`src/rtl/floating_point_accumulator_pkg.sv`:
```
// Shared types for the floating-point accumulator: FSM encoding and the
// exception-flag bundle produced by the adder and held sticky by the top.
package floating_point_accumulator_pkg;

  typedef enum logic [1:0] {
    ST_IDLE  = 2'd0,
    ST_ACCUM = 2'd1,
    ST_HOLD  = 2'd2
  } acc_state_t;

  typedef struct packed {
    logic underflow;
    logic overflow;
    logic invalid;
  } fp_flags_t;

  // Guard, round and sticky bits carried below the significand while adding.
  localparam int GUARD_BITS = 3;

endpackage

```
`src/rtl/floating_point_accumulator_adder.sv`:
```
// Combinational IEEE-754 style adder/subtractor with round-to-nearest-even,
// subnormal support, Inf/NaN handling and underflow/overflow/invalid flags.
module floating_point_adder
  import floating_point_accumulator_pkg::*;
#(
  parameter int EXPONENT_WIDTH = 8,
  parameter int MANTISSA_WIDTH = 23,
  localparam int FW = EXPONENT_WIDTH + MANTISSA_WIDTH + 1
) (
  input  logic [FW-1:0] a,
  input  logic [FW-1:0] b,
  input  logic          subtract,
  output logic [FW-1:0] sum,
  output fp_flags_t     flags
);

  localparam int E  = EXPONENT_WIDTH;
  localparam int M  = MANTISSA_WIDTH;
  localparam int W  = M + 1 + GUARD_BITS;
  localparam int XW = E + 2;
  localparam logic [E-1:0]  EXP_MAX = '1;
  localparam logic [FW-1:0] QNAN    = {1'b1, EXP_MAX, 1'b1, {(M-1){1'b0}}};

  logic          sign_a, sign_b;
  logic [E-1:0]  exp_a, exp_b;
  logic [M-1:0]  man_a, man_b;
  logic          nan_a, nan_b, inf_a, inf_b, a_is_big;
  logic          big_sign, same_sign;
  logic [E-1:0]  big_exp, small_exp, diff;
  logic [W-1:0]  big_sig, small_sig, shifted, norm;
  logic [W:0]    raw;
  logic [XW-1:0] exp_n, exp_f;
  logic [M+1:0]  rounded;
  logic [M-1:0]  man_f;
  logic          round_up, res_sign;
  int            lz, shift;

  assign sign_a   = a[FW-1];
  assign sign_b   = b[FW-1] ^ subtract;
  assign exp_a    = a[FW-2:M];
  assign exp_b    = b[FW-2:M];
  assign man_a    = a[M-1:0];
  assign man_b    = b[M-1:0];
  assign nan_a    = (exp_a == EXP_MAX) && (man_a != '0);
  assign nan_b    = (exp_b == EXP_MAX) && (man_b != '0);
  assign inf_a    = (exp_a == EXP_MAX) && (man_a == '0);
  assign inf_b    = (exp_b == EXP_MAX) && (man_b == '0);
  assign a_is_big = a[FW-2:0] >= b[FW-2:0];

  // Align, add magnitudes, normalise, round, then override for special operands.
  always_comb begin
    // NOTE: every combinational output gets a default before any branch, so no path leaves a value held (which would infer a latch).
    flags     = '0;
    same_sign = (sign_a == sign_b);
    big_sign  = a_is_big ? sign_a : sign_b;
    // Subnormals use exponent 1 with a zero hidden bit.
    big_exp   = a_is_big ? ((exp_a == '0) ? E'(1) : exp_a) : ((exp_b == '0) ? E'(1) : exp_b);
    small_exp = a_is_big ? ((exp_b == '0) ? E'(1) : exp_b) : ((exp_a == '0) ? E'(1) : exp_a);
    big_sig   = a_is_big ? {exp_a != '0, man_a, {GUARD_BITS{1'b0}}}
                         : {exp_b != '0, man_b, {GUARD_BITS{1'b0}}};
    small_sig = a_is_big ? {exp_b != '0, man_b, {GUARD_BITS{1'b0}}}
                         : {exp_a != '0, man_a, {GUARD_BITS{1'b0}}};
    diff      = big_exp - small_exp;

    // Bits shifted out of the smaller operand collapse into the sticky LSB.
    if (int'(diff) >= W)
      shifted = {{(W-1){1'b0}}, |small_sig};
    else
      shifted = (small_sig >> diff) | {{(W-1){1'b0}}, |(small_sig & ~({W{1'b1}} << diff))};

    raw = same_sign ? ({1'b0, big_sig} + {1'b0, shifted})
                    : ({1'b0, big_sig} - {1'b0, shifted});

    lz = W;
    for (int i = 0; i < W; i++)
      if (raw[i]) lz = W - 1 - i;

    // Left shift stops at exponent 1 so tiny results become subnormal.
    shift = (lz < int'(big_exp) - 1) ? lz : int'(big_exp) - 1;
    if (raw[W]) begin
      norm  = raw[W:1] | {{(W-1){1'b0}}, raw[0]};
      exp_n = {2'b00, big_exp} + XW'(1);
    end else begin
      norm  = raw[W-1:0] << shift;
      exp_n = {2'b00, big_exp} - XW'(shift);
    end

    round_up = norm[2] & (norm[1] | norm[0] | norm[3]);
    rounded  = {1'b0, norm[W-1:GUARD_BITS]} + {{(M+1){1'b0}}, round_up};
    if (rounded[M+1]) begin
      exp_f = exp_n + XW'(1);
      man_f = '0;
    end else if (!rounded[M]) begin
      exp_f = '0;
      man_f = rounded[M-1:0];
    end else begin
      exp_f = exp_n;
      man_f = rounded[M-1:0];
    end

    // An exact cancellation of opposite signs gives +0.
    res_sign = (raw == '0 && !same_sign) ? 1'b0 : big_sign;
    sum      = {res_sign, exp_f[E-1:0], man_f};

    if (exp_f >= {2'b00, EXP_MAX}) begin
      sum            = {res_sign, EXP_MAX, {M{1'b0}}};
      flags.overflow = 1'b1;
    end
    if (exp_f == '0 && norm[2:0] != '0)
      flags.underflow = 1'b1;

    if (nan_a || nan_b || (inf_a && inf_b && !same_sign)) begin
      sum   = QNAN;
      flags = '{underflow: 1'b0, overflow: inf_a | inf_b, invalid: 1'b1};
    end else if (inf_a) begin
      sum   = {sign_a, EXP_MAX, {M{1'b0}}};
      flags = '{underflow: 1'b0, overflow: 1'b1, invalid: 1'b0};
    end else if (inf_b) begin
      sum   = {sign_b, EXP_MAX, {M{1'b0}}};
      flags = '{underflow: 1'b0, overflow: 1'b1, invalid: 1'b0};
    end
  end

endmodule

```
`src/rtl/floating_point_accumulator.sv`:
```
// Burst accumulator: sums a valid/ready stream of floats through one adder and
// presents sum, beat count and sticky flags once the last beat is accepted.
module floating_point_accumulator
  import floating_point_accumulator_pkg::*;
#(
  parameter int EXPONENT_WIDTH = 8,
  parameter int MANTISSA_WIDTH = 23,
  parameter int COUNT_WIDTH    = 16,
  localparam int FLOAT_BIT_WIDTH = EXPONENT_WIDTH + MANTISSA_WIDTH + 1
) (
  input  logic                       clk,
  input  logic                       rst_n,
  input  logic                       in_valid,
  output logic                       in_ready,
  input  logic [FLOAT_BIT_WIDTH-1:0] in_data,
  input  logic                       in_subtract,
  input  logic                       in_last,
  output logic                       out_valid,
  input  logic                       out_ready,
  output logic [FLOAT_BIT_WIDTH-1:0] out_data,
  output logic [COUNT_WIDTH-1:0]     out_count,
  output logic                       underflow_flag,
  output logic                       overflow_flag,
  output logic                       invalid_operation_flag
);

  acc_state_t                 state_q, state_d;
  logic [FLOAT_BIT_WIDTH-1:0] acc_q, sum;
  logic [COUNT_WIDTH-1:0]     count_q;
  fp_flags_t                  flags_q, beat_flags;
  logic                       accept, out_fire;

  floating_point_adder #(
    .EXPONENT_WIDTH (EXPONENT_WIDTH),
    .MANTISSA_WIDTH (MANTISSA_WIDTH)
  ) u_adder (
    .a        (acc_q),
    .b        (in_data),
    .subtract (in_subtract),
    .sum      (sum),
    .flags    (beat_flags)
  );

  // State register.
  always_ff @(posedge clk or negedge rst_n) begin
    // NOTE: sequential state uses non-blocking assignments so every register samples pre-edge values.
    if (!rst_n) state_q <= ST_IDLE;
    else        state_q <= state_d;
  end

  // Next-state logic: a last beat closes the burst, the output handshake reopens it.
  always_comb begin
    state_d = state_q;
    unique case (state_q)
      ST_IDLE, ST_ACCUM: if (accept) state_d = in_last ? ST_HOLD : ST_ACCUM;
      ST_HOLD:           if (out_fire) state_d = ST_IDLE;
      default:           state_d = ST_IDLE;
    endcase
  end

  // Handshake outputs decoded from the current state.
  always_comb begin
    in_ready  = (state_q != ST_HOLD);
    out_valid = (state_q == ST_HOLD);
    accept    = in_valid && in_ready;
    out_fire  = out_valid && out_ready;
  end

  // Accumulator, saturating beat counter and sticky flags; cleared on output handshake.
  always_ff @(posedge clk or negedge rst_n) begin
    // NOTE: these are plain registers (no memory arrays), so all of them take the async reset.
    if (!rst_n) begin
      acc_q   <= '0;
      count_q <= '0;
      flags_q <= '0;
    end else if (out_fire) begin
      acc_q   <= '0;
      count_q <= '0;
      flags_q <= '0;
    end else if (accept) begin
      acc_q   <= sum;
      flags_q <= flags_q | beat_flags;
      if (count_q != '1) count_q <= count_q + {{(COUNT_WIDTH-1){1'b0}}, 1'b1};
    end
  end

  assign out_data               = acc_q;
  assign out_count              = count_q;
  assign underflow_flag         = flags_q.underflow;
  assign overflow_flag          = flags_q.overflow;
  assign invalid_operation_flag = flags_q.invalid;

endmodule
```
`config.mk`:
```
export PLATFORM = sky130hd
export DESIGN_NAME = floating_point_accumulator
export DESIGN_NICKNAME = d
export VERILOG_FILES = /design/src/rtl/floating_point_accumulator_pkg.sv /design/src/rtl/floating_point_accumulator_adder.sv /design/src/rtl/floating_point_accumulator.sv
export SDC_FILE = /design/constraint.sdc
export NUM_CORES = 1
export LEC_CHECK = 0
export ABC_AREA = 1
export CAP_MARGIN = 5
export CORE_MARGIN = 1
export CORE_UTILIZATION = 30
export DETAILED_ROUTE_END_ITERATION = 8
export PLACE_DENSITY_LB_ADDON = 0.3
export SLEW_MARGIN = 20
export SYNTH_ARGS = -nofsm -noshare
export SYNTH_HDL_FRONTEND = slang
export SYNTH_HIERARCHICAL = 1
export SYNTH_SLANG_ARGS = --single-unit
```
`constraint.sdc`:
```
create_clock -name clk -period 12.79 [get_ports clk]
set_input_delay 2.558 -clock clk [delete_from_list [all_inputs] [get_ports clk]]
set_output_delay 2.558 -clock clk [all_outputs]
set_load 0.01 [all_outputs]
```
# After elaboration in Yosys (flattened, before gate mapping)
# Cells that the tools add are included.
# word_totals
out_inout_bits,53
wordCells,139
input_bits,38
regBits,53
# op_classes
mux,63
n_lt_le_gt_ge,4
n_bitwise,10
add_sub_neg,9
n_reduce_logical,33
n_shift,3
eq_ne,10
# ops
cell,count
32-bit 2-to-1 mux,6
27-bit 2-to-1 mux,4
5-bit 2-to-1 mux,16
27-bit by 1-bit OR with 27-bit output,2
27-bit OR reduction,2
16-bit 2-to-1 mux,3
23-bit zero test,2
23-bit nonzero test,2
6-bit by 32-bit < comparator with 1-bit output,1
4-bit 2-to-1 mux,8
8-bit 2-to-1 mux,4
27-bit by 32-bit left shift with 27-bit output,1
31-bit >= comparator,1
31-bit 2-to-1 mux,1
10-bit 2-to-1 mux,3
27-bit by 27-bit adder with 28-bit output,1
28-bit zero test,1
28-bit 2-to-1 mux,1
27-bit by 27-bit subtractor with 28-bit output,1
27-bit AND,1
27-bit NOT,1
"27-bit by 8-bit left shift with 27-bit output, first input constant",1
27-bit by 8-bit right shift with 27-bit output,1
24-bit by 1-bit adder with 25-bit output,1
36 further kinds,67

# Longest topological paths before layout
# depth
depth_word,58
depth_mapped,107
mapped_depth_nobuf,100

# Modules after synthesis
# The synthesis kept the hierarchy.
# modules_own_cells
module,seq_area_each_um2,n_inst,cells_each,area_per_inst_um2
floating_point_adder,0.0,1,2003,10324.9
floating_point_accumulator,1326.3,1,245,2369.8

# Worst setup path after synthesis
# Ideal clock, no wire load.
# synth_path
path_kind,input to register
startpoint,in in_data[14]
endpoint,"reg acc_q[13], in the netlist out_data[13]"
path_buffers,8
arrival_ns,14.350
setup_slack_ns,-1.681
required_time_ns,12.669
cell_stages,94
setup_time_ns,0.121
cell_sequence,inv_1 -> ha_1 -> nand2_1 -> nor2_1 -> nand2_1 -> nor2_1 -> nor2_1 -> nand2_1 -> nand2_1 -> nand2_1 -> buf_4 -> buf_6 -> clkbuf_1 -> clkbuf_1 -> clkbuf_1 -> nand3_1 -> o21ai_0 -> inv_1 -> [... 58 more ...] -> o21ai_0 -> a21oi_1 -> a21o_1 -> xor2_1 -> nand2_1 -> o21ai_1 -> nor2_1 -> nand3_1 -> nor2_1 -> o21ai_1 -> nand2_1 -> nand3_1 -> nor2_1 -> nand2_2 -> nand3_2 -> buf_6 -> nor2_2 -> a22o_1
# synth_between
elab_chain_len,55
elab_cells_between_ends,77
classes_between,8 x add/sub; 4 x order compare; 3 x shift; 45 x mux; 7 x bitwise; 10 x reduce/logical
# synth_lines
element,line,text
from (decl),floating_point_accumulator.sv:15,"input logic [FLOAT_BIT_WIDTH-1:0] in_data,"
31-bit >= comparator,floating_point_accumulator_adder.sv:48,assign a_is_big = a[FW-2:0] >= b[FW-2:0];
"8-bit 2-to-1 mux, on equally long branches","floating_point_accumulator_adder.sv:57, floating_point_accumulator_adder.sv:58",
8-bit subtractor,floating_point_accumulator_adder.sv:63,diff = big_exp - small_exp;
27-bit by 8-bit left shift with 27-bit output,floating_point_accumulator_adder.sv:69,"shifted = (small_sig >> diff) | {{(W-1){1'b0}}, |(small_sig & ~({W{1'b1}} << diff))};"
27-bit NOT,floating_point_accumulator_adder.sv:69,
27-bit AND,floating_point_accumulator_adder.sv:69,
27-bit OR reduction,floating_point_accumulator_adder.sv:69,
27-bit by 1-bit OR with 27-bit output,floating_point_accumulator_adder.sv:69,
[... 40 more ...],n/a,
10-bit by 8-bit >= comparator with 1-bit output,floating_point_accumulator_adder.sv:105,"if (exp_f >= {2'b00, EXP_MAX}) begin"
31-bit 2-to-1 mux,floating_point_accumulator_adder.sv:105,
32-bit 2-to-1 mux,floating_point_accumulator_adder.sv:118,end else if (inf_b) begin
32-bit 2-to-1 mux,floating_point_accumulator_adder.sv:115,end else if (inf_a) begin
32-bit 2-to-1 mux (*),floating_point_accumulator_adder.sv:112,if (nan_a || nan_b || (inf_a && inf_b && !same_sign)) begin
net sum[13],floating_point_accumulator.sv:28,"logic [FLOAT_BIT_WIDTH-1:0] acc_q, sum;"
32-bit 2-to-1 mux (*),floating_point_accumulator.sv:80,end else if (accept) begin
32-bit 2-to-1 mux (*),floating_point_accumulator.sv:76,end else if (out_fire) begin
to (signal assigned),floating_point_accumulator.sv:81,acc_q <= sum;
to (decl),floating_point_accumulator.sv:28,
# Mark *: on every way through the listed nets, which the timed path passes. The rest lies on a longest branch. The select of a mux whose other input is x is not followed.
# A chain may end at the register's enable or synchronous reset.

# Final worst setup path
# layout_path
startpoint,in in_data[25]
endpoint,"reg acc_q[5], in the netlist out_data[5]"
# layout_between
elab_chain_len,56
elab_cells_between_ends,79
classes_between,8 x add/sub; 4 x order compare; 1 x eq/ne; 3 x shift; 46 x mux; 7 x bitwise; 10 x reduce/logical
# layout_lines
element,line
branches (longest 53 deep; another with 31-bit >= comparator),n/a
32-bit 2-to-1 mux (*),floating_point_accumulator_adder.sv:112
net sum[5],floating_point_accumulator.sv:28
32-bit 2-to-1 mux (*),floating_point_accumulator.sv:80
32-bit 2-to-1 mux (*),floating_point_accumulator.sv:76
# Mark *: on every way through the listed nets, which the timed path passes. The select of a mux whose other input is x is not followed.

==> flow_metrics.tcl <==
set metrics [dict create \
    status "finished, violations left" \
    violations "negative setup slack" \
    ant_nets 0 \
    drc_errors 0 \
    gr-total-overflow 0 \
    cts-root-buf "clkbuf_16" \
    synth_edf_count 0 \
    antenna_found_initial 0 \
    yosys_register_bits 53 \
    fin_crit_ns 14.21 \
    stdcell_count 3421 \
    worstHoldPathType "flip-flop to flip-flop" \
    period_share_pct 111 \
    worstMarginPinSlew_ns 0.805 \
    rsz0062_at_grt "yes" \
    fp.dieW_um 208 \
    register_area_sq_mm 0.00133 \
    ys_async_sr_fraction_pct 100 \
    htreeDepth 2 \
    dpl_cell_area_sq_mm 0.0183 \
    start_util_pct 30.7 \
    synthesis.area_sq_mm 0.0127 \
    clock-sinks 53 \
    drive_above_1_share_pct 42.9 \
    tritoncts.num_buffers 5 \
    final_cell_area_sq_mm 0.0216 \
    yosysSeqAreaShare_pct 10.4 \
    cts_tree "done" \
    ys_warn_count 6 \
    synth_cell_types 63 \
    yosys-top-cells-area "nand2_1 (19%), nand3_1 (14%), dfrtp_1 (10%)" \
    area_growth_syn_to_layout_pct 69.9 \
    viasPerCell 5.32 \
    cp_top_family "simple AND/OR/NAND/NOR gates" \
    grt_usage_pct 26.7 \
    post-place-cells 3283 \
    clock_latency_ns 0.31 \
    critPathMaxStageDelay_ns 0.43 \
    drt-initial-drc-count 1758 \
    synth_nets 2367 \
    die_area_sq_mm 0.0431 \
    grt_pass1_wl_um 91900 \
    rows 74 \
    dpl.hpwl_um 47800 \
    synth_flop_cell "dfrtp_1" \
    crit_path_end_kind "flip-flop" \
    clock_path_buffers 2 \
    final_max_slew_viol_count 0 \
    maxCapViolations 0 \
    arrival_ns 14.40 \
    multi_input_area_sq_mm 0.0123 \
    antennaDiodeCount 0 \
    syn_avg_cell_area_sq_um 5.65 \
    skew_ns 0.00548 \
    synthCells 2248 \
    maxSlewHeadroom_pct 45.8 \
    path_clk_slew_ns 0.07 \
    worst-setup-path-type "input pin to flip-flop" \
    ios 91 \
    crit_buf_inv 17 \
    drt_wl_total_um 62900 \
    grt_pass1_vias 17090 \
    portBuffers 90 \
    die_h_um 208 \
    cpMostUsedCell "nand2_1" \
    drt-pass1-iter-count 6 \
    setup_viol 33 \
    layout_setup_ws_ns -1.42 \
    cp.required_ns 12.99 \
    finalHoldViolCount 0 \
    crit_fanout 7 \
    nNetsFinal 3007 \
    cp_slowest_cell "or3_4" \
    num_vias 18200 \
    setup_tns_ns -44.33 \
    final_cell_mix "buf_4 (588), nand2_1 (526), nand3_1 (237)" \
    num-fill-cells 4023 \
    gp_congestion 0.989 \
    critPathLaunchType "input pin" \
    final_common_cell "buf_4" \
    yosys.area.top_type "nand2_1" \
    fmax_ghz 0.0704 \
    grt_max_degree 73 \
    synth_top_area_share_pct 18.8 \
    wl_per_cell_um 18.4 \
    ctsHoldBuffers 0 \
    core_area_sq_mm 0.0413 \
]
==> kinds of logic after synthesis <==
group / count (synthesis) / share of synthesized area (%)
AOI/OAI and AO/OA: 290 / 14.0
buffers and inverters: 353 / 11.8
xor gates and xnor gates: 88 / 6.28
DFF: 53 / 10.4
and+or+nand+nor: 1382 / 49.3
other: 1 / 0.0295
adders and majority gates: 81 / 8.16
==> registers in the layout, summed over array words and instances (netlist names) <==
name	count
invalid_operation_flag	1
out_count	16
out_data	32
overflow_flag	1
state_q	2
underflow_flag	1
==> worst reg2reg max path, delay by kind of cell (launching register included) <==
kind / cells / cell delay [ns]
simple gates: 54 / 5.45
flops: 1 / 0.46
buf+inv: 16 / 2.06
fa+ha+maj: 5 / 1.40
compound gates: 19 / 2.58
xor+xnor: 2 / 0.35
==> cell usage after synthesis, drive strengths merged (14+ instances only) <==
| library cell | n |
|---|---|
| nor2 | 217 |
| nand4 | 63 |
| dfrtp | 53 |
| buf | 63 |
| o21ai | 121 |
| clkbuf | 30 |
| a22o | 34 |
| nand3 | 371 |
| nor4 | 14 |
| xnor2 | 22 |
| xor2 | 66 |
| nand2 | 662 |
| nor3 | 22 |
| a21oi | 78 |
| ha | 78 |
| inv | 255 |
==> layout make-up <==
type	count	share of cell area (%)
Inverter	260	4.98
Multi-Input combinational cell	1842	57.1
Sequential cell	53	6.15
Timing Repair Buffer	726	27.9
Clock buffer	5	0.580
Tap cell	532	3.09
Clock inverter	3	0.203
==> repair_timing <==
action	CTS	global route
gates cloned	4	7
setup buffers	56	70
resized for setup	155	434
endpoints found under the setup margin	33	33
pin swaps	65	132
==> worst paths after layout <==
path	from	to	slack, ns	cells after the start
worst max-delay path	in_data[25]	out_data[5]$_DFFE_PN0P_	-1.42	95
worst min-delay path	state_q[1]$_DFFE_PN0P_	state_q[0]$_DFFE_PN0P_	0.50	1
worst max register to register	out_data[0]$_DFFE_PN0P_	out_data[5]$_DFFE_PN0P_	0.38	96
worst min register to register	state_q[1]$_DFFE_PN0P_	state_q[0]$_DFFE_PN0P_	0.50	1
max in group asynchronous	rst_n	out_data[10]$_DFFE_PN0P_	9.94	2
min in group asynchronous	rst_n	out_count[9]$_DFFE_PN0P_	2.38	2
==> per-stage QoR <==
step | hold WS (ns) | utilization [%] | setup WS (ns)
CTS | 0.507 | 47.4 | -1.27
global placement | 0.485 | 44.4 | -2.16
detailed placement | 0.498 | 44.4 | -2.28
finish | 0.500 | 52.2 | -1.42
floorplan | 0.471 | - | -0.662
global route | 0.535 | 52.2 | -2.12
==> metal layers <==
layer  track usage (%)  vias to the layer above  share of wire, %
li1                  -                     8760                 -
met1              33.7                     8610                41
met2              45.6                      664                48
met3              2.90                      166               5.6
met4              12.6                        0               5.0
met5                 0                        -                 0
Power is not shown: default switching activity piles up to over one toggle a cycle in this logic, so the estimate is an artifact.
